`src/rtl/noc_pkg.sv`:
```
// Shared NoC definitions: array/VC geometry, flit layout and the NI transmit FSM states.
// Head flits carry routing and source fields; body/tail flits carry a payload word.
package noc_pkg;

  localparam int ARRAY_W = 2;
  localparam int VCHW    = 1;
  localparam int DATA_W  = 16;
  localparam int FLIT_W  = DATA_W + 2;

  localparam int DSTX_MSB = DATA_W - 1;
  localparam int DSTX_LSB = DSTX_MSB - ARRAY_W + 1;
  localparam int DSTY_MSB = DSTX_LSB - 1;
  localparam int DSTY_LSB = DSTY_MSB - ARRAY_W + 1;
  localparam int SRCX_MSB = DSTY_LSB - 1;
  localparam int SRCX_LSB = SRCX_MSB - ARRAY_W + 1;
  localparam int SRCY_MSB = SRCX_LSB - 1;
  localparam int SRCY_LSB = SRCY_MSB - ARRAY_W + 1;
  localparam int VCH_MSB  = SRCY_LSB - 1;
  localparam int VCH_LSB  = VCH_MSB - VCHW + 1;

  typedef enum logic [1:0] {
    FLIT_HEAD     = 2'b00,
    FLIT_BODY     = 2'b01,
    FLIT_TAIL     = 2'b10,
    FLIT_HEADTAIL = 2'b11
  } flit_type_e;

  typedef enum logic [1:0] {
    IDLE = 2'b00,
    HEAD = 2'b01,
    BODY = 2'b10
  } ni_state_e;

  function automatic logic [FLIT_W-1:0] make_head(
    input flit_type_e         ftype,
    input logic [ARRAY_W-1:0] dstx,
    input logic [ARRAY_W-1:0] dsty,
    input logic [ARRAY_W-1:0] srcx,
    input logic [ARRAY_W-1:0] srcy,
    input logic [VCHW-1:0]    vch
  );
    logic [FLIT_W-1:0] f;
    f                     = '0;
    f[FLIT_W-1:FLIT_W-2]  = ftype;
    f[DSTX_MSB:DSTX_LSB]  = dstx;
    f[DSTY_MSB:DSTY_LSB]  = dsty;
    f[SRCX_MSB:SRCX_LSB]  = srcx;
    f[SRCY_MSB:SRCY_LSB]  = srcy;
    f[VCH_MSB:VCH_LSB]    = vch;
    return f;
  endfunction

  function automatic logic [FLIT_W-1:0] make_body(
    input flit_type_e        ftype,
    input logic [DATA_W-1:0] data
  );
    return {ftype, data};
  endfunction

endpackage

```
`src/rtl/noc_ni_tx_if.sv`:
```
// Core-side request/payload handshakes plus router-side flit/credit signals of the NI transmitter.
// master = core/router environment, slave = the NI transmitter itself.
interface noc_ni_tx_if
  import noc_pkg::*;
#(
  parameter int NVCH  = 2,
  parameter int LEN_W = 4
) ();

  logic                req_valid_i;
  logic                req_ready_o;
  logic [ARRAY_W-1:0]  req_dstx_i;
  logic [ARRAY_W-1:0]  req_dsty_i;
  logic [VCHW-1:0]     req_vch_i;
  logic [LEN_W-1:0]    req_len_i;
  logic                pld_valid_i;
  logic                pld_ready_o;
  logic [DATA_W-1:0]   pld_data_i;
  logic                flit_valid_o;
  logic [FLIT_W-1:0]   flit_o;
  logic [VCHW-1:0]     flit_vch_o;
  logic [NVCH-1:0]     credit_i;
  logic                busy_o;

  modport master (
    output req_valid_i, req_dstx_i, req_dsty_i, req_vch_i, req_len_i,
    output pld_valid_i, pld_data_i, credit_i,
    input  req_ready_o, pld_ready_o, flit_valid_o, flit_o, flit_vch_o, busy_o
  );

  modport slave (
    input  req_valid_i, req_dstx_i, req_dsty_i, req_vch_i, req_len_i,
    input  pld_valid_i, pld_data_i, credit_i,
    output req_ready_o, pld_ready_o, flit_valid_o, flit_o, flit_vch_o, busy_o
  );

endinterface

```
`src/rtl/noc_credit_chk.sv`:
```
// Simulation checker: flags a credit return arriving while the counter is already full.
module noc_credit_chk #(
  parameter int BUF_DEPTH = 4
) (
  input logic                           clk,
  input logic                           rst,
  input logic                           dec,
  input logic                           inc,
  input logic [$clog2(BUF_DEPTH+1)-1:0] count
);

  localparam int CNT_W = $clog2(BUF_DEPTH + 1);

  a_no_overflow : assert property (@(posedge clk) disable iff (rst)
    !(inc && !dec && (count == CNT_W'(BUF_DEPTH))))
    else $warning("credit counter overflow: credit returned at BUF_DEPTH");

endmodule

```
`src/rtl/noc_ni_tx_credit_cnt.sv`:
```
// Per-VC credit counter mirroring free router buffer slots; starts full and saturates at BUF_DEPTH.
module noc_credit_cnt #(
  parameter int BUF_DEPTH = 4
) (
  input  logic                           clk,
  input  logic                           rst,
  input  logic                           dec,
  input  logic                           inc,
  output logic [$clog2(BUF_DEPTH+1)-1:0] count,
  output logic                           avail
);

  localparam int CNT_W = $clog2(BUF_DEPTH + 1);

  logic [CNT_W-1:0] r_count;

  // Credit update; a simultaneous send and credit return cancel out.
  always_ff @(posedge clk or posedge rst) begin
    if (rst) begin
      r_count <= CNT_W'(BUF_DEPTH);
    end else if (inc && !dec) begin
      if (r_count != CNT_W'(BUF_DEPTH)) begin
        r_count <= r_count + CNT_W'(1);
      end else begin
        r_count <= r_count;
      end
    end else if (dec && !inc) begin
      r_count <= r_count - CNT_W'(1);
    end else begin
      r_count <= r_count;
    end
  end

  assign count = r_count;
  assign avail = (r_count != CNT_W'(0));

endmodule

```
`src/rtl/noc_ni_tx.sv`:
```
// NI transmitter: turns core send requests into head/body/tail flits for router port 4,
// gated by per-VC credits. One packet at a time, one flit per cycle at most.
module noc_ni_tx
  import noc_pkg::*;
#(
  parameter int NVCH      = 2,
  parameter int BUF_DEPTH = 4,
  parameter int LEN_W     = 4
) (
  input  logic               clk,
  input  logic               rst,
  input  logic [ARRAY_W-1:0] xpos_i,
  input  logic [ARRAY_W-1:0] ypos_i,
  noc_ni_tx_if.slave         bus
);

  localparam int CNT_W = $clog2(BUF_DEPTH + 1);

  ni_state_e          r_state;
  ni_state_e          w_state_nxt;
  logic [ARRAY_W-1:0] r_dstx;
  logic [ARRAY_W-1:0] r_dsty;
  logic [VCHW-1:0]    r_vch;
  logic [LEN_W-1:0]   r_rem;
  logic               r_flit_valid;
  logic [FLIT_W-1:0]  r_flit;
  logic [VCHW-1:0]    r_flit_vch;

  logic               w_accept;
  logic               w_send_head;
  logic               w_send_body;
  logic               w_send;
  logic               w_vc_avail;
  logic [VCHW-1:0]    w_vch_req;
  logic [FLIT_W-1:0]  w_flit_nxt;
  logic [NVCH-1:0]    w_dec;
  logic [NVCH-1:0]    w_avail;
  logic [CNT_W-1:0]   w_count [NVCH];

  for (genvar v = 0; v < NVCH; v++) begin : g_vc
    assign w_dec[v] = w_send && (r_vch == VCHW'(v));

    noc_credit_cnt #(.BUF_DEPTH(BUF_DEPTH)) u_cnt (
      .clk   (clk),
      .rst   (rst),
      .dec   (w_dec[v]),
      .inc   (bus.credit_i[v]),
      .count (w_count[v]),
      .avail (w_avail[v])
    );

    noc_credit_chk #(.BUF_DEPTH(BUF_DEPTH)) u_chk (
      .clk   (clk),
      .rst   (rst),
      .dec   (w_dec[v]),
      .inc   (bus.credit_i[v]),
      .count (w_count[v])
    );
  end

  assign w_vc_avail = w_avail[r_vch];
  assign w_send     = w_send_head || w_send_body;
  assign w_vch_req  = (int'(bus.req_vch_i) >= NVCH) ? '0 : bus.req_vch_i;

  // Next-state and send decisions.
  always_comb begin
    w_state_nxt = r_state;
    w_accept    = 1'b0;
    w_send_head = 1'b0;
    w_send_body = 1'b0;
    case (r_state)
      IDLE: begin
        w_accept = bus.req_valid_i;
        if (bus.req_valid_i) w_state_nxt = HEAD;
        else                 w_state_nxt = IDLE;
      end
      HEAD: begin
        w_send_head = w_vc_avail;
        if (!w_vc_avail)             w_state_nxt = HEAD;
        else if (r_rem == LEN_W'(0)) w_state_nxt = IDLE;
        else                         w_state_nxt = BODY;
      end
      BODY: begin
        w_send_body = w_vc_avail && bus.pld_valid_i;
        if (w_send_body && (r_rem == LEN_W'(1))) w_state_nxt = IDLE;
        else                                     w_state_nxt = BODY;
      end
      default: w_state_nxt = IDLE;
    endcase
  end

  // Flit contents for whichever send happens this cycle.
  always_comb begin
    if (w_send_head) begin
      w_flit_nxt = make_head((r_rem == LEN_W'(0)) ? FLIT_HEADTAIL : FLIT_HEAD,
                             r_dstx, r_dsty, xpos_i, ypos_i, r_vch);
    end else begin
      w_flit_nxt = make_body((r_rem == LEN_W'(1)) ? FLIT_TAIL : FLIT_BODY, bus.pld_data_i);
    end
  end

  // State, packet context and registered flit outputs.
  always_ff @(posedge clk or posedge rst) begin
    if (rst) begin
      r_state      <= IDLE;
      r_dstx       <= '0;
      r_dsty       <= '0;
      r_vch        <= '0;
      r_rem        <= '0;
      r_flit_valid <= 1'b0;
      r_flit       <= '0;
      r_flit_vch   <= '0;
    end else begin
      r_state      <= w_state_nxt;
      r_flit_valid <= w_send;
      if (w_send) begin
        r_flit     <= w_flit_nxt;
        r_flit_vch <= r_vch;
      end
      if (w_accept) begin
        r_dstx <= bus.req_dstx_i;
        r_dsty <= bus.req_dsty_i;
        r_vch  <= w_vch_req;
        // remaining counts flits after the head; a zero length still yields one flit
        r_rem  <= (bus.req_len_i == LEN_W'(0)) ? LEN_W'(0) : bus.req_len_i - LEN_W'(1);
      end else if (w_send_body) begin
        r_rem <= r_rem - LEN_W'(1);
      end
    end
  end

  assign bus.req_ready_o  = (r_state == IDLE);
  assign bus.pld_ready_o  = w_send_body;
  assign bus.flit_valid_o = r_flit_valid;
  assign bus.flit_o       = r_flit;
  assign bus.flit_vch_o   = r_flit_vch;
  assign bus.busy_o       = (r_state != IDLE);

endmodule

```
`src/flat_wrapper.sv`:
```
// flat-port wrapper written by rule: the top's interface ports become plain ports
module noc_ni_tx_flat import noc_pkg::*;
#(
  parameter int NVCH      = 2,
  parameter int BUF_DEPTH = 4,
  parameter int LEN_W     = 4
)
  (clk, rst, xpos_i, ypos_i, bus_req_valid_i, bus_req_dstx_i, bus_req_dsty_i, bus_req_vch_i, bus_req_len_i, bus_pld_valid_i, bus_pld_data_i, bus_credit_i, bus_req_ready_o, bus_pld_ready_o, bus_flit_valid_o, bus_flit_o, bus_flit_vch_o, bus_busy_o);
  noc_ni_tx_if #(.NVCH(NVCH), .LEN_W(LEN_W)) bus_i ();
  input  logic clk;
  input  logic rst;
  input  logic [ARRAY_W-1:0] xpos_i;
  input  logic [ARRAY_W-1:0] ypos_i;
  input wire logic [$bits(bus_i.req_valid_i)-1:0] bus_req_valid_i;
  input wire logic [$bits(bus_i.req_dstx_i)-1:0] bus_req_dstx_i;
  input wire logic [$bits(bus_i.req_dsty_i)-1:0] bus_req_dsty_i;
  input wire logic [$bits(bus_i.req_vch_i)-1:0] bus_req_vch_i;
  input wire logic [$bits(bus_i.req_len_i)-1:0] bus_req_len_i;
  input wire logic [$bits(bus_i.pld_valid_i)-1:0] bus_pld_valid_i;
  input wire logic [$bits(bus_i.pld_data_i)-1:0] bus_pld_data_i;
  input wire logic [$bits(bus_i.credit_i)-1:0] bus_credit_i;
  output wire logic [$bits(bus_i.req_ready_o)-1:0] bus_req_ready_o;
  output wire logic [$bits(bus_i.pld_ready_o)-1:0] bus_pld_ready_o;
  output wire logic [$bits(bus_i.flit_valid_o)-1:0] bus_flit_valid_o;
  output wire logic [$bits(bus_i.flit_o)-1:0] bus_flit_o;
  output wire logic [$bits(bus_i.flit_vch_o)-1:0] bus_flit_vch_o;
  output wire logic [$bits(bus_i.busy_o)-1:0] bus_busy_o;
  assign bus_i.req_valid_i = bus_req_valid_i;
  assign bus_i.req_dstx_i = bus_req_dstx_i;
  assign bus_i.req_dsty_i = bus_req_dsty_i;
  assign bus_i.req_vch_i = bus_req_vch_i;
  assign bus_i.req_len_i = bus_req_len_i;
  assign bus_i.pld_valid_i = bus_pld_valid_i;
  assign bus_i.pld_data_i = bus_pld_data_i;
  assign bus_i.credit_i = bus_credit_i;
  assign bus_req_ready_o = bus_i.req_ready_o;
  assign bus_pld_ready_o = bus_i.pld_ready_o;
  assign bus_flit_valid_o = bus_i.flit_valid_o;
  assign bus_flit_o = bus_i.flit_o;
  assign bus_flit_vch_o = bus_i.flit_vch_o;
  assign bus_busy_o = bus_i.busy_o;
  noc_ni_tx #(.NVCH(NVCH), .BUF_DEPTH(BUF_DEPTH), .LEN_W(LEN_W)) u_core (.clk(clk), .rst(rst), .xpos_i(xpos_i), .ypos_i(ypos_i), .bus(bus_i));
endmodule
```
`config.mk`:
```
export PLATFORM = sky130hd
export DESIGN_NAME = noc_ni_tx_flat
export DESIGN_NICKNAME = d
export VERILOG_FILES = /design/src/rtl/noc_pkg.sv /design/src/rtl/noc_ni_tx_if.sv /design/src/rtl/noc_credit_chk.sv /design/src/rtl/noc_ni_tx_credit_cnt.sv /design/src/rtl/noc_ni_tx.sv /design/src/flat_wrapper.sv
export SDC_FILE = /design/constraint.sdc
export NUM_CORES = 1
export LEC_CHECK = 0
export BUFFER_PORTS_ARGS = -buffer_cell sky130_fd_sc_hd__buf_2
export CORE_AREA = 2 2 66 68
export CTS_BUF_LIST = sky130_fd_sc_hd__clkbuf_8 sky130_fd_sc_hd__clkbuf_16
export DETAILED_ROUTE_END_ITERATION = 10
export DIE_AREA = 0 0 68 70
export PLACE_DENSITY_LB_ADDON = 0.25
export SLEW_MARGIN = 20
export SYNTH_ARGS = -nofsm -noshare
export SYNTH_HDL_FRONTEND = slang
export SYNTH_SLANG_ARGS = --single-unit
export TNS_END_PERCENT = 30
```
`constraint.sdc`:
```
create_clock -name clk -period 3 [get_ports clk]
set_clock_uncertainty 0.2 [all_clocks]
set_input_delay 0.75 -clock clk [delete_from_list [all_inputs] [get_ports clk]]
set_output_delay 0.75 -clock clk [all_outputs]
set_load 0.02 [all_outputs]
```
==> impl_metrics.json <==
{
  "start_kind": "register",
  "die_w_um": 68,
  "clk_path_buf_depth": 2,
  "drtIter0Drc": 138,
  "path_buf_inv": 2,
  "num-nets-final": 308,
  "worst-r2r-setup-slack_ns": 0.32,
  "track_usage_pct": 21.6,
  "drv_slew": 0,
  "dp_slack_ns": 0.0842,
  "setup_slack_ns": 0.193,
  "ctsResizeCount": 0,
  "critPathRequiredTime_ns": 2.05,
  "wl_um": 4350,
  "r2r_cells": 7,
  "setup_viol": 0,
  "worstHoldPathCells": 1,
  "h-tree-depth": 2,
  "path_clk_slew_ns": 0.07,
  "fin_setup_tns_ns": 0,
  "final_common_cell": "buf_2",
  "grt_pass1_wl_um": 7870,
  "yosys-top-cells-area": "dfrtp_1 (44%), a21oi_1 (7.8%), nand2_1 (5.5%)",
  "arrival_ns": 1.86,
  "async_flop_share_pct": 100,
  "reg2reg_from": "u_core.g_vc[1].u_cnt.count[1]",
  "syn-num-nets": 250,
  "min_path_type": "register to register",
  "syn-cell-area_um2": 1990,
  "synth-warning-count": 0,
  "utilization_pct": 58.6,
  "worstSetupEndpoint": "bus_pld_ready_o",
  "yosysTopAreaCell": "dfrtp_1",
  "rsz0062_at_grt": "no",
  "finalPower_mw": 2.70,
  "clock_latency_ns": 0.29,
  "antenna_found_initial": 0,
  "min_period_over_period_pct": 93.6,
  "core_region_area_um2": 4140,
  "max_stage_delay_ns": 0.66,
  "fin_area_um2": 2430,
  "critPathSlowestCell": "or4b_1",
  "final_cell_mix": "buf_2 (57), dfrtp_1 (35), a21oi_1 (31)",
  "dpl.cell_count": 314,
  "post_cts_buffers": 0,
  "cts_hold_buf": 0,
  "power.density_nw_per_um2": 1110,
  "fin_crit_ns": 2.81,
  "final_layout_size_suffix_gt1_share_pct": 31.9,
  "die_y_um": 70,
  "grt_overflow": 0,
  "ant_nets": 0,
  "cts_sinks": 37,
  "startpoint": "u_core.g_vc[1].u_cnt.count[1]",
  "crit_fanout": 18,
  "firstDrtPassIters": 4,
  "die_area_um2": 4760,
  "max_slew_margin_pct": 53.9,
  "leakage_nw": 1.14,
  "place.gp.congestion": 0.750,
  "yosysTopAreaCellShare_pct": 44.1,
  "vias_per_cell": 5.32,
  "area_growth_pct": 22.2,
  "status": "completed",
  "netlist_instances": 211,
  "fin_hold_ws_ns": 0.308,
  "port-buffer-count": 57,
  "r2r-end": "u_core.g_vc[1].u_cnt.count[2]",
  "critical-path-top-delay-family": "simple AND/OR/NAND/NOR gates",
  "vias": 1713,
  "yosysSeqAreaShare_pct": 46.7,
  "antenna_cells": 0,
  "start_util_pct": 48.0,
  "fmax_mhz": 356,
  "grt_max_degree": 38,
  "route.detailed.drc": 0,
  "cts_tree": "done",
  "path_cells": "or4b_1 > nand3_4 > inv_4 > buf_2",
  "clockRootBuffer": "clkbuf_8",
  "synth_edf_count": 0,
  "worst_slew_pin_slew_ns": 0.690,
  "rows": 24,
  "grt_pass1_vias": 1720,
  "final_hold_viol_count": 0,
  "synth_cell_type_count": 48,
  "wire_per_inst_um": 13.5,
  "ys_seq_elements": 37,
  "path_depth": 4,
  "hpwl_um": 3070,
  "place_area_um2": 2300,
  "endpoint_kind": "output port",
  "fin_cells": 322,
  "synth_flop_cell": "dfrtp_1",
  "irDropWorstVdd_mv": 0.471,
  "worstSetupPathType": "register to output port",
  "drv_cap": 0,
  "io_pins": 58,
  "cts_made_buffers": 5,
  "syn_area_per_cell_um2": 9.42
}
==> layer usage <==
metal / up-vias / wire, µm / track usage (%)
li1: 861 / - / -
met1: 807 / 2040 / 29.9
met2: 36 / 2070 / 33.3
met3: 9 / 159 / 4.03
met4: 0 / 79 / 8.00
met5: - / 0 / 0
==> worst min path at each step <==
stage | startpoint | endpoint
floorplan | u_core.r_dsty[0] | u_core.r_dsty[0]
global placement | u_core.r_dsty[1] | u_core.r_dsty[1]
detailed placement | u_core.r_dsty[1] | u_core.r_dsty[1]
CTS | u_core.r_dsty[1] | u_core.r_dsty[1]
global route | u_core.r_dstx[1] | u_core.r_dstx[1]
finish | u_core.r_dsty[1] | u_core.r_dsty[1]
==> Yosys cell counts (2+ instances only) <==
library cell and n:
a21oi_2 2, ha_1 2, o21ai_0 8, o2111a_1 2, nor2_1 16, a31o_2 2, dfrtp_1 35, nand2b_1 4
a31oi_1 2, xor2_1 2, nand4_1 2, nand3_1 3, dfstp_2 2, a211oi_1 6, buf_2 4, buf_6 2
nor3_1 3, clkbuf_1 2, o211ai_1 3, or3_1 4, fa_1 2, nand2_1 29, o31ai_1 2, mux2_2 6
inv_1 13, a21oi_1 31
==> state kept, by name (all words and copies together), names as in the netlist <==
signal,count
u_core.bus.flit_valid_o,1
u_core.r_dstx,2
u_core.r_vch,1
u_core.bus.flit_vch_o,1
u_core.bus.flit_o,18
u_core.g_vc.u_cnt.count,6
u_core.r_state,2
u_core.r_dsty,2
u_core.r_rem,4
==> where the power goes <==
group          switching (mW)  internal (mW)
logic                   0.743          0.520
clock network           0.185          0.270
registers               0.223          0.761
==> cells by family after synthesis <==
group,synth area share (%)
AO/OA/AOI/OAI,20.4
XOR/XNOR,1.32
adder cells (fa/ha/maj),3.27
buffers and inverters,5.66
flip-flops,46.7
multiplexers,3.90
AND/OR/NAND/NOR,18.8
==> cell type report <==
cell class / instances / area, µm²
multi-input combinational: 151 / 953
timing repair buffer: 60 / 308
fill: 380 / 1710
clock inverter: 2 / 37.5
clock buffer: 6 / 82.6
inverter: 14 / 55.1
tap: 52 / 65.1
sequential: 37 / 928
(Power assumes the default switching activity.)
